File: src/rtl/muls_pkg.sv
// -----------------------------------------------------------------------------
// muls_pkg
// Definitions shared by the sequential signed multiplier and its pin wrapper:
//   - FSM state encodings (ST_IDLE / ST_RUN / ST_DONE)
//   - Booth operation codes (BOOTH_NOP / BOOTH_ADD / BOOTH_SUB)
//   - io_in / io_out bit positions used by the top-level pin wrapper
//   - booth_op(): decodes the {Q[0], q_m1} pair into a Booth operation
// -----------------------------------------------------------------------------
package muls_pkg;

    localparam logic [1:0] ST_IDLE = 2'd0;
    localparam logic [1:0] ST_RUN  = 2'd1;
    localparam logic [1:0] ST_DONE = 2'd2;

    localparam logic [1:0] BOOTH_NOP = 2'd0;
    localparam logic [1:0] BOOTH_ADD = 2'd1;
    localparam logic [1:0] BOOTH_SUB = 2'd2;

    // Pin-wrapper bit ids (3x3 build): io_in = {y, x, start}, io_out = {s, p, rdy, busy}
    localparam int IO_IN_START  = 0;
    localparam int IO_IN_X_LSB  = 1;
    localparam int IO_IN_Y_LSB  = 4;
    localparam int IO_OUT_BUSY  = 0;
    localparam int IO_OUT_RDY   = 1;
    localparam int IO_OUT_P_LSB = 2;
    localparam int IO_OUT_S     = 8;

    // Radix-2 Booth recoding of the current multiplier bit and the bit shifted out before it
    function automatic logic [1:0] booth_op(input logic q0, input logic q_m1);
        case ({q0, q_m1})
            2'b01:   booth_op = BOOTH_ADD;
            2'b10:   booth_op = BOOTH_SUB;
            default: booth_op = BOOTH_NOP;
        endcase
    endfunction

endpackage

File: src/rtl/muls_booth_step.sv
// -----------------------------------------------------------------------------
// muls_booth_step
// One combinational radix-2 Booth iteration: conditional add/subtract of the
// multiplicand into the accumulator, then an arithmetic right shift of
// {A, Q, q_m1}.
// Ports:
//   a         in   X_WIDTH+1  accumulator (one guard bit above the multiplicand)
//   q         in   Y_WIDTH    multiplier / low product bits
//   q_m1      in   1          bit shifted out on the previous step
//   m         in   X_WIDTH+1  sign-extended multiplicand
//   a_next    out  X_WIDTH+1  accumulator after add/sub and shift
//   q_next    out  Y_WIDTH    Q after shift
//   q_m1_next out  1          new shifted-out bit
// -----------------------------------------------------------------------------
module muls_booth_step
    import muls_pkg::*;
#(
    parameter int X_WIDTH = 3,
    parameter int Y_WIDTH = 3
) (
    input  logic [X_WIDTH:0]   a,
    input  logic [Y_WIDTH-1:0] q,
    input  logic               q_m1,
    input  logic [X_WIDTH:0]   m,
    output logic [X_WIDTH:0]   a_next,
    output logic [Y_WIDTH-1:0] q_next,
    output logic               q_m1_next
);

    logic [X_WIDTH:0] sum_s;

    // Booth add/subtract; the guard bit keeps A-M exact for the most negative x
    always_comb begin
        case (booth_op(q[0], q_m1))
            BOOTH_ADD: sum_s = a + m;
            BOOTH_SUB: sum_s = a - m;
            default:   sum_s = a;
        endcase
    end

    // Arithmetic right shift of the concatenation {sum, Q, q_m1}
    always_comb begin
        a_next    = {sum_s[X_WIDTH], sum_s[X_WIDTH:1]};
        q_next    = {sum_s[0], q[Y_WIDTH-1:1]};
        q_m1_next = q[0];
    end

endmodule

File: src/rtl/muls_seq_xnyn.sv
// -----------------------------------------------------------------------------
// muls_seq_xnyn
// Sequential X_WIDTH x Y_WIDTH two's-complement multiplier, radix-2 Booth,
// one step per clock, Y_WIDTH clocks from accept to result.
// Optional feature macro: MULS_SIGN_OUT_EN
//   defined   : p = |product|, extra output s = product sign
//   undefined : p = product in two's complement, no s port
// Ports:
//   clk    in   1        rising-edge clock
//   reset  in   1        asynchronous active-low reset
//   start  in   1        request, accepted while not busy (or on the result edge)
//   x      in   X_WIDTH  multiplicand, captured on the accept edge
//   y      in   Y_WIDTH  multiplier, captured on the accept edge
//   busy   out  1        multiplication in progress
//   rdy    out  1        p (and s) hold a fresh result
//   p      out  P_WIDTH  product
//   s      out  1        product sign (MULS_SIGN_OUT_EN only)
// -----------------------------------------------------------------------------
module muls_seq_xnyn
    import muls_pkg::*;
#(
    parameter int X_WIDTH = 3,
    parameter int Y_WIDTH = 3
) (
    input  logic                       clk,
    input  logic                       reset,
    input  logic                       start,
    input  logic [X_WIDTH-1:0]         x,
    input  logic [Y_WIDTH-1:0]         y,
    output logic                       busy,
    output logic                       rdy,
    output logic [X_WIDTH+Y_WIDTH-1:0] p
`ifdef MULS_SIGN_OUT_EN
    ,
    output logic                       s
`endif
);

    localparam int P_WIDTH = X_WIDTH + Y_WIDTH;
    localparam int CNT_W   = $clog2(Y_WIDTH);
    localparam logic [CNT_W-1:0] CNT_LAST = CNT_W'(Y_WIDTH - 1);

    logic [1:0]         state_r;
    logic [CNT_W-1:0]   count_r;
    logic [X_WIDTH:0]   a_r;
    logic [X_WIDTH:0]   m_r;
    logic [Y_WIDTH-1:0] q_r;
    logic               q_m1_r;
    logic               busy_r;
    logic               rdy_r;
    logic [P_WIDTH-1:0] p_r;
`ifdef MULS_SIGN_OUT_EN
    logic               s_r;
`endif

    logic [X_WIDTH:0]   a_next_s;
    logic [Y_WIDTH-1:0] q_next_s;
    logic               q_m1_next_s;
    logic               last_step_s;
    logic               accept_s;
    logic [P_WIDTH-1:0] product_s;
    logic [P_WIDTH-1:0] p_value_s;
    logic               s_value_s;

    muls_booth_step #(
        .X_WIDTH (X_WIDTH),
        .Y_WIDTH (Y_WIDTH)
    ) u_step (
        .a         (a_r),
        .q         (q_r),
        .q_m1      (q_m1_r),
        .m         (m_r),
        .a_next    (a_next_s),
        .q_next    (q_next_s),
        .q_m1_next (q_m1_next_s)
    );

    // Control decode: a new request is taken when idle/done, and also on the
    // final step edge so that back-to-back products come every Y_WIDTH clocks
    always_comb begin
        last_step_s = (state_r == ST_RUN) && (count_r == CNT_LAST);
        if (state_r == ST_RUN) begin
            accept_s = start && last_step_s;
        end else begin
            accept_s = start;
        end
    end

    // Result formatting; the low P_WIDTH bits of {A,Q} after the last step hold the exact product
    always_comb begin
        product_s = {a_next_s[X_WIDTH-1:0], q_next_s};
        s_value_s = product_s[P_WIDTH-1];
`ifdef MULS_SIGN_OUT_EN
        if (s_value_s) begin
            p_value_s = -product_s;
        end else begin
            p_value_s = product_s;
        end
`else
        p_value_s = product_s;
`endif
    end

    // FSM: IDLE/DONE wait for start, RUN steps until the last Booth step
    always_ff @(posedge clk or negedge reset) begin
        if (!reset) begin
            state_r <= ST_IDLE;
        end else begin
            case (state_r)
                ST_IDLE, ST_DONE: begin
                    if (accept_s) begin
                        state_r <= ST_RUN;
                    end else begin
                        state_r <= state_r;
                    end
                end
                ST_RUN: begin
                    if (last_step_s && !accept_s) begin
                        state_r <= ST_DONE;
                    end else begin
                        state_r <= ST_RUN;
                    end
                end
                default: state_r <= ST_IDLE;
            endcase
        end
    end

    // Booth datapath and step counter: load on accept, step while running
    always_ff @(posedge clk or negedge reset) begin
        if (!reset) begin
            a_r     <= '0;
            m_r     <= '0;
            q_r     <= '0;
            q_m1_r  <= 1'b0;
            count_r <= '0;
        end else if (accept_s) begin
            a_r     <= '0;
            m_r     <= {x[X_WIDTH-1], x};
            q_r     <= y;
            q_m1_r  <= 1'b0;
            count_r <= '0;
        end else if (state_r == ST_RUN) begin
            a_r     <= a_next_s;
            q_r     <= q_next_s;
            q_m1_r  <= q_m1_next_s;
            count_r <= count_r + CNT_W'(1);
        end else begin
            a_r     <= a_r;
            m_r     <= m_r;
            q_r     <= q_r;
            q_m1_r  <= q_m1_r;
            count_r <= count_r;
        end
    end

    // Output registers; rdy is cleared on the next step after a chained accept
    always_ff @(posedge clk or negedge reset) begin
        if (!reset) begin
            busy_r <= 1'b0;
            rdy_r  <= 1'b0;
            p_r    <= '0;
`ifdef MULS_SIGN_OUT_EN
            s_r    <= 1'b0;
`endif
        end else if (last_step_s) begin
            busy_r <= accept_s;
            rdy_r  <= 1'b1;
            p_r    <= p_value_s;
`ifdef MULS_SIGN_OUT_EN
            s_r    <= s_value_s;
`endif
        end else if (accept_s || (state_r == ST_RUN)) begin
            busy_r <= 1'b1;
            rdy_r  <= 1'b0;
        end else begin
            busy_r <= busy_r;
            rdy_r  <= rdy_r;
        end
    end

    assign busy = busy_r;
    assign rdy  = rdy_r;
    assign p    = p_r;
`ifdef MULS_SIGN_OUT_EN
    assign s    = s_r;
`else
    logic unused_s;
    assign unused_s = s_value_s;
`endif

endmodule

File: config.mk
export PLATFORM = sky130hd
export DESIGN_NAME = muls_seq_xnyn
export DESIGN_NICKNAME = d
export VERILOG_FILES = /design/src/rtl/muls_pkg.sv /design/src/rtl/muls_booth_step.sv /design/src/rtl/muls_seq_xnyn.sv
export SDC_FILE = /design/constraint.sdc
export NUM_CORES = 1
export LEC_CHECK = 0
export ABC_AREA = 1
export CAP_MARGIN = 20
export CORE_MARGIN = 3
export CORE_UTILIZATION = 61
export CTS_CLUSTER_DIAMETER = 100
export DETAILED_ROUTE_END_ITERATION = 16
export DONT_BUFFER_PORTS = 1
export PLACE_DENSITY = 0.75
export REMOVE_ABC_BUFFERS = 1
export SLEW_MARGIN = 20
export SYNTH_ARGS = -nofsm -noshare
export SYNTH_HDL_FRONTEND = slang
export SYNTH_SLANG_ARGS = --single-unit
File: constraint.sdc
create_clock -name clk -period 2.17 [get_ports clk]
set_input_delay 0.434 -clock clk [delete_from_list [all_inputs] [get_ports clk]]
set_output_delay 0.434 -clock clk [all_outputs]
set_load 0.02 [all_outputs]
; ---- Word level (Yosys, flattened, before mapping)
; Cells that the tools add are included.
[word_totals]
regBits = 23
[op_classes]
add_sub_neg = 3
n_reduce_logical = 9
muxes = 18
eq_ne = 8
[ops]
columns = cell, n
row1 = $eq A2 B2 Y1 const B, 4
row2 = $mux W2, 4
row3 = $mux W4, 2
row4 = $pmux W2 S2, 2
row5 = $pmux W4 S2, 1
row6 = $mux W1, 7
row7 = $eq A2 B1 Y1 const B, 3
row8 = $mux W3, 2
row9 = $add A4 B4 Y4, 1
row10 = $reduce_bool A2 Y1, 2
row11 = $sub A4 B4 Y4, 1
row12 = $logic_and A1 B1 Y1, 3
row13 = $add A2 B1 Y2 const B, 1
row14 = $logic_not A2 Y1, 1
row15 = $ne A2 B2 Y1 const B, 1
row16 = $reduce_or A2 Y1, 1
row17 = $logic_not A1 Y1, 1
row18 = $logic_or A1 B1 Y1, 1

; ---- Depth between registers and ports, before layout
[depth]
ltp_word = 8
mapped_depth = 17
mapped_depth_nobuf = 17

; ---- Cells and area by module
; A second synthesis with hierarchy kept.
[hier_totals]
cells_unflattened = 158
hier_area_um2 = 1296.2
[by_module_without_submodules]
columns = module, cells_each, seq_area_each_um2, area_per_inst_um2, instances
row1 = muls_seq_xnyn, 110, 575.6, 1014.7, 1
row2 = muls_booth_step, 48, 0.0, 281.5, 1

; ---- Least setup slack after synthesis
; No wires, ideal clock.
[synth_path]
path_kind = register to register
from = reg m_r[0]
to = reg p_r[5] (netlist: p[5])
setup_slack_ns = 0.265
t_arrival_ns = 1.788
period_less_slack_ns = 1.905
n_path_buf = 0
t_required_ns = 2.054
path_stages_with_launch = 16
cell_sequence = dfrtp_1 -> inv_1 -> ha_1 -> inv_1 -> o21ai_0 -> inv_1 -> ha_1 -> nand2_1 -> nor2_1 -> nor2_1 -> nand2_1 -> nand3_2 -> nand2_2 -> nand2_2 -> nand2_1 -> nand2_1
[synth_via]
elab_chain_cells = 2
[synth_lines]
columns = element, line_no
row1 = "start, declared", muls_seq_xnyn.sv:46  ; logic [X_WIDTH:0] m_r;
row2 = "start signal, assigned", muls_seq_xnyn.sv:139  ; m_r <= {x[X_WIDTH-1], x};
row3 = "start signal, assigned", muls_seq_xnyn.sv:150  ; m_r <= m_r;
row4 = $sub A4 B4 Y4 / $add A4 B4 Y4 (equally long branches), "muls_booth_step.sv:36, muls_booth_step.sv:35"
row5 = $pmux W4 S2 *, muls_booth_step.sv:34  ; case (booth_op(q[0], q_m1))
row6 = "end signal, assigned", muls_seq_xnyn.sv:169  ; p_r <= p_value_s;
row7 = "end, declared", muls_seq_xnyn.sv:51  ; logic [P_WIDTH-1:0] p_r;
; Mark *: on every way between the ends. The rest lies on a longest branch, timed or not.
; A chain may end at the register's enable or synchronous reset.

; ---- Final worst setup path
[layout_path]
from = reg q_r[0]
to = reg a_r[2]
[layout_via]
elab_chain_cells = 6
[layout_lines]
columns = element, line_no
row1 = "start, declared", muls_seq_xnyn.sv:47  ; logic [Y_WIDTH-1:0] q_r;
row2 = "start signal, assigned", muls_seq_xnyn.sv:140  ; q_r <= y;
row3 = "start signal, assigned", muls_seq_xnyn.sv:145  ; q_r <= q_next_s;
row4 = "start signal, assigned", muls_seq_xnyn.sv:151  ; q_r <= q_r;
row5 = $eq A2 B2 Y1 / $eq A2 B1 Y1 (equally long branches), muls_pkg.sv:30  ; case ({q0, q_m1})
row6 = $pmux W2 S2 *, muls_pkg.sv:30
row7 = $eq A2 B2 Y1 / $eq A2 B1 Y1 (equally long branches), muls_booth_step.sv:34
row8 = $pmux W4 S2 *, muls_booth_step.sv:34
row9 = $mux W4 *, muls_seq_xnyn.sv:143  ; end else if (state_r == ST_RUN) begin
row10 = $mux W4 *, muls_seq_xnyn.sv:137  ; end else if (accept_s) begin
row11 = "end signal, assigned", muls_seq_xnyn.sv:144  ; a_r <= a_next_s;
row12 = "end signal, assigned", muls_seq_xnyn.sv:149  ; a_r <= a_r;
row13 = "end, declared", muls_seq_xnyn.sv:45  ; logic [X_WIDTH:0] a_r;
; Mark *: on every way between the ends. The rest lies on a longest branch, timed or not. The select of a mux whose other input is x is not followed.

==> results.md <==
- For this block, the routed nets add up to roughly 2100 um of wire.
- The fill cell instance count of the final layout is 147.
- At the pin with the least slew margin, the transition time is about 950 ps.
- In this run the horizontal extent of the chip is 49.9 um.
- The post-CTS clock slew at the launch and capture registers of the worst setup and hold paths is 120 ps.
- CTS built an H-tree with a depth of 1.
- Wire segments on met3 add up to 84 um in the final route.
- The post-detailed-route DRC marker count is 0.
- The routed length on met1 is roughly 1000 um.
- The sequential-to-total area share from yosys stat is 46.9%.
- The critical path arrival is 2210 ps.
- Leaving out fill and tap cells, the most frequent cells in the layout are sky130_fd_sc_hd__nand2_1, sky130_fd_sc_hd__dfrtp_1, sky130_fd_sc_hd__inv_1.
- The highest fanout seen on the critical path is 5.
- The worst path buffer plus inverter count is 2.
- In this run the top signal layer used is met4.
- The count of yosys warnings during synthesis is 0.
- Ranked by total cell area, the synthesized netlist is headed by sky130_fd_sc_hd__dfrtp_1, sky130_fd_sc_hd__nand2_1, sky130_fd_sc_hd__ha_1, sky130_fd_sc_hd__inv_1, sky130_fd_sc_hd__o21ai_1.
- The number of nets with antenna violations after detailed routing is 0.
- The cell repeated most along the worst path is sky130_fd_sc_hd__nand2_1.
- The clock tree buffer depth is 2.
- The count of buffers from port buffering is 0.
- The count of final hold-check violations was 0.
- Setup violations remaining at the end of the flow were counted as 0.
- Entering global routing, the biggest net connects 23 pins.
- The remaining global-route overflow is 0.
- Compared with the post-synthesis result, the final layout area differs by 9.05%.
- The total global-route track usage is about a fifth.
- The detailed-router iteration count before antenna repair is 4.
- The die area is 0.00249 mm2.
- The met2 layer wire length in the routed design is 953 um.
- Setup repair after global routing left no endpoint under its margin.
- The initial DRC count is 11.
- In this run the clock root is driven by a sky130_fd_sc_hd__clkbuf_4.
- Buffers inserted during clock tree synthesis total 3.
- The critical path capture point type is a register.
- After detailed routing, the average wire length per cell comes to 11.9 um.
- The die is between 40 and 50 um tall.
- The area share of the largest cell type after synthesis is a little under half.
- The final cell area excluding filler cells is 0.00128 mm2.
- Clock latency on the worst-skew pair, taken at its later pin, is about 310 ps.
- The share of the clock period used by the worst path after layout is 92.3%.
- The gate count of the mapped netlist is ~150.
- The upper clock frequency limit is 0.499 GHz.
- The distinct cell type count after synthesis is 24.
- Walking the worst path, the cells encountered are ha_4 -> inv_2 -> nand2_1 -> nand2_1 -> o21ai_1 -> ha_1 -> nand2_1 -> nand2_1 -> inv_1 -> nand2_1 -> nand2_1 -> nand3_2 -> nand2_2 -> nand2_2 -> nand2_1 -> nand2_1.
- At the end of the flow the core is filled with cells to 72.6%.
- In this run the count of I/O pins placed on the die edge is 17.
- Across the whole layout, storage elements account for 551 um2.
- The setup slack of the critical path after layout is 167 ps.
- Max-cap violations in this run came to 0.
- The biggest area contributor in the post-synthesis netlist is sky130_fd_sc_hd__dfrtp_1.
- The kind of start point of the critical path is a register.
- The number of antenna diodes in the final layout is 0.
- Setup total negative slack on the finished layout was measured at 0 ps.
- The synthesized area divided by synthesized cell count is about 8 um2.
- The post-route clock skew is 2.13 ps.
- The kind of cell adding the most delay to the critical path is simple AND/OR/NAND/NOR gates.
- The area of combinational cells with multiple inputs is between 500 and 600 um2.
- The placed standard-cell area is 0.00119 mm2.
- The synthesized design contains 22 register bits.
- The first global-routing pass estimated roughly 3600 um of wire.
- Detailed placement finished with a half-perimeter wire length of around 1500 um.
- The path class of the tightest hold or removal check is in -> reg.
- The number of slew-limit violations in the final report was 0.
- The fraction of layout cells with a size suffix above 1 is between 15 and 20%.
- The slowest stage of the critical path is the sky130_fd_sc_hd__dfrtp_1 cell.
- The global placement routability congestion is roughly 0.79.
- For this run, the post-layout net count is 167.
- The worst slew slack as a fraction of its limit is 36.5%.
- The type of the worst setup path is reg -> reg.
- The mean number of vias per cell is 5.21.
- The most common cell after layout, fill and taps aside is sky130_fd_sc_hd__nand2_1.
- The clock tree from TritonCTS is built.
- The run finished with clean final reports.
- The number of global-route vias before repair is around 870.
- In this design, the stage delay of the slowest critical-path cell is 450 ps.
- The region available for standard cell placement spans 0.00176 mm2.
- The number of rows in the core area is 15.
- The pre-CTS setup slack is -7.18 ps.
- The post-synthesis instance area is 0.00117 mm2.
- The via total after detailed routing is 911.
- The initial antenna violation count is 0.
- For this configuration, the core starts out at a cell density of 66.6%.
- The CTS sink count is 22.
- The data required time of the worst path is 2380 ps.
- The final critical path time including I/O delays and setup is 2000 ps.
-- path summary, 6_finish.rpt --
path	to	slack, ps	depth (start not counted)	start
worst max register to register	a_r[2]$_DFFE_PN0P_	170	16	q_r[0]$_DFFE_PN0P_
worst max-delay path	a_r[2]$_DFFE_PN0P_	170	16	q_r[0]$_DFFE_PN0P_
worst min-delay path	state_r[1]$_DFFE_PN0P_	160	1	start
worst min register to register	state_r[0]$_DFFE_PN0P_	460	1	state_r[0]$_DFFE_PN0P_
min in group asynchronous	a_r[1]$_DFFE_PN0P_	710	1	reset
max in group asynchronous	q_m1_r$_DFFE_PN0P_	890	1	reset
-- cells in the mapped netlist --
master	count
sky130_fd_sc_hd__a21oi_2	1
sky130_fd_sc_hd__a21oi_1	1
sky130_fd_sc_hd__o221ai_1	1
sky130_fd_sc_hd__inv_1	19
sky130_fd_sc_hd__o211ai_1	1
sky130_fd_sc_hd__xnor2_1	1
sky130_fd_sc_hd__dfrtp_1	22
sky130_fd_sc_hd__nand2_4	1
sky130_fd_sc_hd__o21ai_1	10
sky130_fd_sc_hd__inv_2	6
sky130_fd_sc_hd__nand2_1	51
sky130_fd_sc_hd__nand2_2	4
sky130_fd_sc_hd__nand3_2	1
sky130_fd_sc_hd__fa_1	1
sky130_fd_sc_hd__nand3b_1	1
sky130_fd_sc_hd__ha_1	6
sky130_fd_sc_hd__nor2_2	1
sky130_fd_sc_hd__o22ai_1	1
sky130_fd_sc_hd__nand3_1	1
sky130_fd_sc_hd__nand4_1	1
sky130_fd_sc_hd__o21ai_0	8
sky130_fd_sc_hd__nor2_1	4
sky130_fd_sc_hd__buf_6	1
sky130_fd_sc_hd__nor2_4	1
-- layout make-up --
class	instances	share of cell area [%]
sequential	22	43.0
multi-input combinational	97	41.8
inverter	25	7.32
tap	25	2.44
clock inverter	1	2.34
clock buffer	3	1.76
timing repair buffer	2	1.37
-- metal layers --
layer / GRT usage, % / vias up
met1: 24.7 / 424
li1: - / 466
met2: 31.3 / 19
met5: 0 / -
met3: 4.53 / 2
met4: 8.76 / 0
-- state kept, by name, summed over array words and instances (netlist names), 2 cells and up --
register / flops
p: 6
a_r: 3
m_r: 3
q_r: 3
count_r: 2
state_r: 2
-- kinds of logic (layout without fill, tap and decap cells) --
family / Yosys count / count (layout) / share of synthesized area [%]
xor gates and xnor gates: 1 / 1 / 0.746
buffers and inverters: 26 / 31 / 8.95
and+or+nand+nor: 66 / 66 / 24.6
DFF: 22 / 22 / 46.9
adders and majority gates: 7 / 7 / 8.09
AOI/OAI and AO/OA: 23 / 23 / 10.8
-- timing repair --
action / CTS / global route
pin swaps: 0 / 1
buffers inserted: 0 / 1
hold buffers: 1 / 0
resized for setup: 1 / 5
endpoints found under the hold margin: 22 / 0
endpoints found under the setup margin: 2 / 3
-- per-stage QoR --
stage / hold WS (ps) / cells
finish: 158 / 175
global route: 134 / 175
CTS: 150 / 174
detailed placement: 139 / 169
global placement: 139 / 169
floorplan: 138 / 144
Power is left out: the tool's default activity adds up to more than one toggle a clock period on the data nets, which glitch-free logic cannot reach.
